File: config.mk
export PLATFORM = sky130hd
export DESIGN_NAME = packet_snooper
export DESIGN_NICKNAME = d
export VERILOG_FILES = /design/src/rtl/packet_snooper.sv
export SDC_FILE = /design/constraint.sdc
export NUM_CORES = 1
export LEC_CHECK = 0
export CORE_MARGIN = 5
export CORE_UTILIZATION = 35
export DETAILED_ROUTE_END_ITERATION = 10
export GPL_TIMING_DRIVEN = 0
export PLACE_DENSITY = 0.67
export SKIP_CTS_REPAIR_TIMING = 1
export SLEW_MARGIN = 20
export SYNTH_ARGS = -nofsm -noshare
export SYNTH_HDL_FRONTEND = slang
export SYNTH_SLANG_ARGS = --single-unit
File: constraint.sdc
create_clock -name clk -period 1.8 [get_ports clk]
set_input_delay 0.45 -clock clk [delete_from_list [all_inputs] [get_ports clk]]
set_output_delay 0.45 -clock clk [all_outputs]
set_load 0.01 [all_outputs]
File: src/rtl/packet_snooper.sv
// rtl/packet_snooper.sv - passive AXI-Stream tap capturing packets into a ping/pong buffer (optional SNOOPER_DROP_COUNT_EN)
module packet_snooper #(
    parameter int ADDR_WIDTH = 10
) (
    input  logic                    clk,
    input  logic                    rst_n,
    input  logic [63:0]             snoop_TDATA,
    input  logic [7:0]              snoop_TKEEP,
    input  logic                    snoop_TLAST,
    input  logic                    snoop_TVALID,
    input  logic                    snoop_TREADY,
    input  logic                    buf_ready,
    output logic [ADDR_WIDTH-1:0]   snooper_wr_addr,
    output logic [63:0]             snooper_wr_data,
    output logic                    snooper_wr_en,
    output logic                    packet_done,
    output logic [ADDR_WIDTH+3:0]   byte_length,
    output logic                    truncated
`ifdef SNOOPER_DROP_COUNT_EN
    ,
    output logic [31:0]             drop_count
`endif
);

    typedef enum logic [1:0] {IDLE, SKIP, CAPTURE} state_t;

    localparam logic [ADDR_WIDTH+3:0] FULL_BYTES = {1'b1, {(ADDR_WIDTH+3){1'b0}}};

    state_t                  state, state_n;
    logic [ADDR_WIDTH:0]     count, count_n;
    logic                    wr_en_n;
    logic [ADDR_WIDTH-1:0]   wr_addr_n;
    logic [63:0]             wr_data_n;
    logic                    done_n;
    logic [ADDR_WIDTH+3:0]   len_n;
    logic                    trunc_n;
    logic                    beat;
    logic                    avail;
    logic [3:0]              keep_bytes;
`ifdef SNOOPER_DROP_COUNT_EN
    logic                    drop_inc;
`endif

    function automatic logic [3:0] popcount8(input logic [7:0] v);
        logic [3:0] s;
        s = 4'd0;
        for (int i = 0; i < 8; i++) begin
            s = s + {3'b000, v[i]};
        end
        return s;
    endfunction

    // A registered packet_done marks the guard cycle: packetmem has not yet had time to withdraw buf_ready.
    assign beat       = snoop_TVALID & snoop_TREADY;
    assign avail      = buf_ready & ~packet_done;
    assign keep_bytes = popcount8(snoop_TKEEP);

    // FSM state and word counter register
    always_ff @(posedge clk or negedge rst_n) begin
        if (!rst_n) begin
            state <= IDLE;
            count <= '0;
        end else begin
            state <= state_n;
            count <= count_n;
        end
    end

    // Next state, next write strobe and completion info
    always_comb begin
        state_n   = state;
        count_n   = count;
        wr_en_n   = 1'b0;
        wr_addr_n = snooper_wr_addr;
        wr_data_n = snooper_wr_data;
        done_n    = 1'b0;
        len_n     = byte_length;
        trunc_n   = truncated;
`ifdef SNOOPER_DROP_COUNT_EN
        drop_inc  = 1'b0;
`endif
        case (state)
            IDLE: begin
                if (beat) begin
                    if (avail) begin
                        wr_en_n   = 1'b1;
                        wr_addr_n = '0;
                        wr_data_n = snoop_TDATA;
                        count_n   = {{ADDR_WIDTH{1'b0}}, 1'b1};
                        if (snoop_TLAST) begin
                            done_n  = 1'b1;
                            len_n   = {{ADDR_WIDTH{1'b0}}, keep_bytes};
                            trunc_n = 1'b0;
                        end else begin
                            state_n = CAPTURE;
                        end
                    end else begin
`ifdef SNOOPER_DROP_COUNT_EN
                        drop_inc = 1'b1;
`endif
                        if (!snoop_TLAST) begin
                            state_n = SKIP;
                        end
                    end
                end
            end
            SKIP: begin
                if (beat && snoop_TLAST) begin
                    state_n = IDLE;
                end
            end
            CAPTURE: begin
                if (beat) begin
                    // Top counter bit set means the buffer is full; further beats are only counted as overflow.
                    if (!count[ADDR_WIDTH]) begin
                        wr_en_n   = 1'b1;
                        wr_addr_n = count[ADDR_WIDTH-1:0];
                        wr_data_n = snoop_TDATA;
                        count_n   = count + {{ADDR_WIDTH{1'b0}}, 1'b1};
                    end
                    if (snoop_TLAST) begin
                        done_n  = 1'b1;
                        state_n = IDLE;
                        if (count[ADDR_WIDTH]) begin
                            len_n   = FULL_BYTES;
                            trunc_n = 1'b1;
                        end else begin
                            len_n   = {1'b0, count[ADDR_WIDTH-1:0], 3'b000}
                                    + {{ADDR_WIDTH{1'b0}}, keep_bytes};
                            trunc_n = 1'b0;
                        end
                    end
                end
            end
            default: state_n = IDLE;
        endcase
    end

    // Registered write port and completion outputs
    always_ff @(posedge clk or negedge rst_n) begin
        if (!rst_n) begin
            snooper_wr_en   <= 1'b0;
            snooper_wr_addr <= '0;
            snooper_wr_data <= '0;
            packet_done     <= 1'b0;
            byte_length     <= '0;
            truncated       <= 1'b0;
        end else begin
            snooper_wr_en   <= wr_en_n;
            snooper_wr_addr <= wr_addr_n;
            snooper_wr_data <= wr_data_n;
            packet_done     <= done_n;
            byte_length     <= len_n;
            truncated       <= trunc_n;
        end
    end

`ifdef SNOOPER_DROP_COUNT_EN
    // Saturating count of packets dropped for lack of a free buffer
    always_ff @(posedge clk or negedge rst_n) begin
        if (!rst_n) begin
            drop_count <= '0;
        end else if (drop_inc && (drop_count != 32'hFFFF_FFFF)) begin
            drop_count <= drop_count + 32'd1;
        end
    end
`endif

endmodule

==> results of run 1 <==
==> cell families (layout without fill, tap and decap cells) <==
group | count (synthesis) | in the layout | share of synthesized area, %
compound gates | 47 | 47 | 7.454
xor+xnor | 9 | 9 | 1.772
fa+ha+maj | 10 | 10 | 3.488
buf+inv | 35 | 237 | 3.910
flops | 104 | 104 | 58.51
mux | 65 | 65 | 16.43
simple gates | 69 | 69 | 8.439
==> layer usage <==
layer,wire length [um],vias up
met5,0,-
met4,157,0
met3,979,14
met2,5507,119
met1,4752,1658
li1,-,1582
==> sequential cells by signal, indices dropped and copies added, names as in the netlist <==
signal,cells
packet_done,1
byte_length,14
count,11
truncated,1
snooper_wr_en,1
state,2
snooper_wr_data,64
snooper_wr_addr,10
==> report_power, final <==
| group | switching, mW | internal (mW) |
|---|---|---|
| registers | 0.505 | 3.23 |
| clock network | 0.844 | 1.23 |
| logic | 1.63 | 2.57 |
| total | 2.98 | 7.03 |
==> synth_stat cells (2+ instances only) <==
cell and count:
inv_1 16, xnor2_1 7, dfrtp_1 104, nand2b_1 3, mux2_2 64, xor2_1 2, nor3_1 5, nand4_1 2
a21oi_1 5, a22o_1 14, nand2_1 23, nor2_1 6, o211ai_1 2, o31ai_1 2, clkbuf_1 2, a21o_1 2
and2_1 2, ha_1 6, nor4b_1 3, buf_2 7, or3_1 4, or4_1 3, nor2b_1 4, fa_1 4
nand3_1 5, o21ai_0 14, buf_4 9
==> area by class of cell <==
cell class / instances / area share (%)
clock inverters: 4 / 1.079
flip-flops and latches: 104 / 36.83
plain buffers: 19 / 2.210
well taps: 172 / 3.041
clock buffers: 12 / 3.342
multi-input cells: 200 / 26.01
repair buffers: 186 / 26.50
inverters: 16 / 0.9901
==> worst paths after layout <==
check	from	endpoint	slack (ps)	cells after the start
max	snoop_TKEEP[1]	byte_length[9]$_DFFE_PN0P_	-1340	16
min	rst_n	snooper_wr_data[44]$_DFFE_PN0P_	40	1
max reg2reg	state[0]$_DFFE_PN0P_	snooper_wr_data[37]$_DFFE_PN0P_	50	6
min reg2reg	byte_length[0]$_DFFE_PN0P_	byte_length[0]$_DFFE_PN0P_	480	2
max in group asynchronous	rst_n	state[1]$_DFFE_PN0P_	1100	2
min in group clk	byte_length[0]$_DFFE_PN0P_	byte_length[0]$_DFFE_PN0P_	480	2
==> per-stage QoR <==
step	setup slack, ps	util (%)	setup TNS (ps)
2_1_floorplan	-1335	-	-16330
3_3_place_gp	-3601	51.22	-439050
3_5_place_dp	-2206	51.45	-71780
4_1_cts	-1835	53.95	-35230
5_1_grt	-1454	56.54	-17250
6_report	-1336	56.54	-15850
==> flow_summary.yaml, run 1 <==
outcome:
  status: "finished with violations"
  failed_checks: "setup timing"
clocking:
  clk-insertion-delay-late_ps: 340
  clk_path_buf_depth: 2
  cts.sinks: 104
  cts_buffers: 9
  clk_pin_slew_ps: 60
  cts-htree-levels: 3
  root_buffer: "clkbuf_16"
  tritoncts: "done"
power:
  post-layout-total-power_mw: 10.01
  leakage_nw: 3.022
  power_density_mw_per_mm2: 1415
  ir_drop_mv: 0.6658
synth:
  synth_ff_type: "dfrtp_1"
  yosysTopAreaCellShare_pct: 58.51
  netlist_instances: 339
  yosysWarnings: 0
  synth-seq-cells: 104
  avgSynthCellArea_um2: 13.12
  yosysTopAreaCell: "dfrtp_1"
  syn-num-nets: 427
  syn-cell-area_mm2: 0.004448
  synth_edf_count: 0
  ys_types: 46
  async_flop_share_pct: 100.0
  seq_area_frac_synth_pct: 58.51
  yosys-top-cells-area: "dfrtp_1 59%, mux2_2 16%, a22o_1 2.8%"
layout:
  regArea_mm2: 0.002606
  insertedDiodeCount: 0
  nFillCells: 1062
  multi_input_area_mm2: 0.001841
  fin_area_mm2: 0.007077
  final_common_cell: "clkdlybuf4s50_1"
  final_cell_mix: "160 x clkdlybuf4s50_1, 101 x dfrtp_1, 63 x mux2_2"
  drive_above_1_share_pct: 27.91
  syn_to_final_growth_pct: 59.10
  nets: 624
  instances_no_fill: 713
setup_path:
  slowest_stage: "fa_1"
  cp_max_fo: 2
  cp-start-kind: "primary input"
  critical_path.max_stage_delay_ps: 570
  crit_top_cell: "ha_4"
  cp-end-kind: "flop"
  critPathTopFamily: "adder cells"
  worst_ep_required_time_ps: 2020
  path_class: "in2reg"
  crit_buf_inv: 4
  path_cells: "buf_6 -> inv_2 -> fa_1 -> fa_1 -> fa_2 -> inv_2 -> ha_4 -> a21oi_2 -> nor2b_2 -> ha_4 -> ha_4 -> nand3_4 -> buf_4 -> nor2_4 -> xnor2_1 -> o21ai_1"
  worstPathArrival_ps: 3350
timing:
  skew_ps: 7.798
  fmax_ghz: 0.3189
  fin_crit_ps: 3136
  fin_ws_ps: -1336
  hold_viol: 0
  rsz0062_at_grt: "yes"
  fin_hold_ws_ps: 35.98
  slew_headroom_pct: 66.74
  finalCritPeriodShare_pct: 174.2
  slew_viol_final: 0
  setup_viol: 14
  tightest_slew_ps: 498.9
route:
  drtPass1Iterations: 4
  wl_per_cell_um: 15.98
  wl_um: 11400
  drc_errors: 0
  num_vias: 3373
  drtIter0Drc: 160
  final_antenna_net_count: 0
  vias_per_cell: 4.731
die:
  core_area_mm2: 0.01252
  ios: 169
  fp.dieH_um: 122.7
  die_w_um: 122.7
  row_count: 41
  initial_core_util_pct: 35.54
  die-area_mm2: 0.01506
global_route:
  met3_usage_pct: 5.207
  grt_busiest_layer: "met2"
  grt_overflow: 0
  grt_max_degree: 61
  grt_first_pass_wirelength_um: 17640
  use_met2_pct: 23.64
  antenna_found_initial: 0
  grt_usage_pct: 14.95
  met1_usage_pct: 18.79
  grt_pass1_vias: 3474
place:
  hpwl_um: 8497
  postPlaceCellArea_mm2: 0.006440
  numPortBuffers: 168
  dp_cells: 680
  gp_congestion: 0.7866
min_path:
  hold_class: "in2async"
run:
  drv_cap: 0
Note: power is estimated with default switching activity, not from simulation.
==> run 2: changes to the inputs <==
- SKIP_CTS_REPAIR_TIMING: 1 -> unset
==> flow_summary.yaml, run 2 (synthesis gave the netlist of run 1 again) <==
clocking:
  cts.sinks: 104
  clk-insertion-delay-late_ps: 340
  clk_path_buf_depth: 2
  clk_pin_slew_ps: 70
  tritoncts: "done"
  root_buffer: "clkbuf_16"
  cts-htree-levels: 3
  cts_buffers: 9
timing:
  finalCritPeriodShare_pct: 167.7
  tightest_slew_ps: 503.0
  slew_viol_final: 0
  fin_crit_ps: 3019
  hold_viol: 0
  rsz0062_at_grt: "yes"
  slew_headroom_pct: 66.47
  fin_ws_ps: -1219
  fmax_ghz: 0.3312
  fin_hold_ws_ps: 33.49
  skew_ps: 7.515
  setup_viol: 14
global_route:
  grt_usage_pct: 15.68
  grt_max_degree: 61
  grt_overflow: 0
  met1_usage_pct: 19.50
  grt_first_pass_wirelength_um: 18460
  grt_pass1_vias: 3614
  grt_busiest_layer: "met2"
  use_met2_pct: 25.25
  met3_usage_pct: 5.346
  antenna_found_initial: 0
setup_path:
  reg2reg_to: "snooper_wr_data[42]$_DFFE_PN0P_"
  path_class: "in2reg"
  cp_max_fo: 3
  slowest_stage: "fa_2"
  critical_path.max_stage_delay_ps: 550
  worstPathArrival_ps: 3240
  path_cells: "buf_8 -> inv_8 -> fa_1 -> fa_1 -> fa_2 -> inv_2 -> ha_4 -> a21oi_2 -> nor2b_2 -> ha_4 -> ha_4 -> nand3_4 -> buf_4 -> xor2_1 -> o21ai_1"
  rr_startpoint: "state[0]$_DFFE_PN0P_"
  cp-end-kind: "flop"
  crit_top_cell: "ha_4"
  r2r_cells: 5
  r2r_slack_ps: 70
  worst_ep_required_time_ps: 2020
  cp-start-kind: "primary input"
layout:
  instances_no_fill: 716
  syn_to_final_growth_pct: 61.18
  final_cell_mix: "160 x clkdlybuf4s50_1, 101 x dfrtp_1, 63 x mux2_2"
  largest_reg_flops: 64
  drive_above_1_share_pct: 27.39
  largest-register: "snooper_wr_data"
  top_regs: "snooper_wr_data x64, byte_length x14, count x11"
  nets: 627
  final_common_cell: "clkdlybuf4s50_1"
  insertedDiodeCount: 0
die:
  fp.dieH_um: 122.7
  die_w_um: 122.7
  ios: 169
  die-area_mm2: 0.01506
  core_area_mm2: 0.01252
  row_count: 41
  initial_core_util_pct: 35.54
run:
  drv_cap: 0
power:
  p_switching_mw: 2.988
  ir_drop_mv: 0.6658
  p_seq_share_pct: 37.0
  leakage_nw: 3.081
  p_comb_share_pct: 42.5
  power_density_mw_per_mm2: 1411
  power_switching_share_pct: 29.54
  clkPwrFrac_pct: 20.5
  power.internal_mw: 7.128
place:
  dp_cells: 680
  hpwl_um: 8497
  numPortBuffers: 168
  gp_congestion: 0.7866
outcome:
  status: "finished with violations"
  failed_checks: "setup timing"
min_path:
  hold_class: "in2async"
route:
  drtPass1Iterations: 4
  wl_per_cell_um: 16.17
  num_vias: 3392
  final_antenna_net_count: 0
  vias_per_cell: 4.737
  drtIter0Drc: 169
  drc_errors: 0
  wl_um: 11580
run 2: how the worst max path moves through the flow:
stage / from / end / slack, ps / cells after the start
finish: snoop_TKEEP[0] / byte_length[7]$_DFFE_PN0P_ / -1220 / 15
global route: snoop_TKEEP[0] / byte_length[13]$_DFFE_PN0P_ / -1320 / 16
CTS: snoop_TKEEP[0] / byte_length[11]$_DFFE_PN0P_ / -1340 / 15
detailed placement: snoop_TKEEP[0] / byte_length[11]$_DFFE_PN0P_ / -2210 / 15
global placement: rst_n / snooper_wr_data[22]$_DFFE_PN0P_ / -3600 / 1
floorplan: snoop_TKEEP[0] / byte_length[12]$_DFFE_PN0P_ / -1330 / 13
run 2: layer usage:
metal,vias up,share of wire (%)
met5,-,0
met2,118,48
met3,15,8.2
met1,1671,42
li1,1588,-
met4,0,1.6
run 2: area by class of cell:
class                      count  area [um2]
fill                        1055        5348
sequential                   104        2606
timing repair buffer         189        1992
multi-input combinational    200        1814
clock buffer                  12       236.5
tap                          172       215.2
buffer                        19       158.9
clock inverter                 4       76.32
inverter                      16       70.07
run 2: worst max-delay path: cells and delay by family:
| kind | cells | cell delay, ps |
|---|---|---|
| adder cells (fa/ha/maj) | 6 | 2010 |
| buffers and inverters | 4 | 270 |
| AO/OA/AOI/OAI | 2 | 190 |
| AND/OR/NAND/NOR | 2 | 160 |
| XOR/XNOR | 1 | 150 |
run 2: what timing repair did:
action / 4_1_cts / 5_1_grt
setup endpoints to repair: 94 / 91
resized for setup: 47 / 15
gates cloned: 6 / 0
pin swaps: 18 / 14
setup buffers: 9 / 6
hold buffers: 0 / 0
run 2: per-stage QoR:
| step | utilization (%) | worst slack, ps | total power, mW | instance area [um2] | TNS (ps) |
|---|---|---|---|---|---|
| floorplan | - | -1335 | 5.484 | 4514 | -16330 |
| global placement | 51.22 | -3601 | 7.680 | 6411 | -439050 |
| detailed placement | 51.45 | -2206 | 7.825 | 6440 | -71780 |
| CTS | 56.63 | -1339 | 10.20 | 7088 | -15870 |
| global route | 57.28 | -1324 | 10.73 | 7169 | -16070 |
| finish | 57.28 | -1219 | 10.12 | 7169 | -14940 |
run 2: power by group through the flow:
| stage | clock network, mW | logic, mW | registers, mW |
|---|---|---|---|
| floorplan | 0 | 1.37 | 4.11 |
| finish | 2.08 | 4.30 | 3.74 |
| global route | 2.24 | 4.63 | 3.87 |
| detailed placement | 0 | 4.05 | 3.78 |
| global placement | 0 | 3.96 | 3.72 |
| CTS | 2.13 | 4.32 | 3.74 |
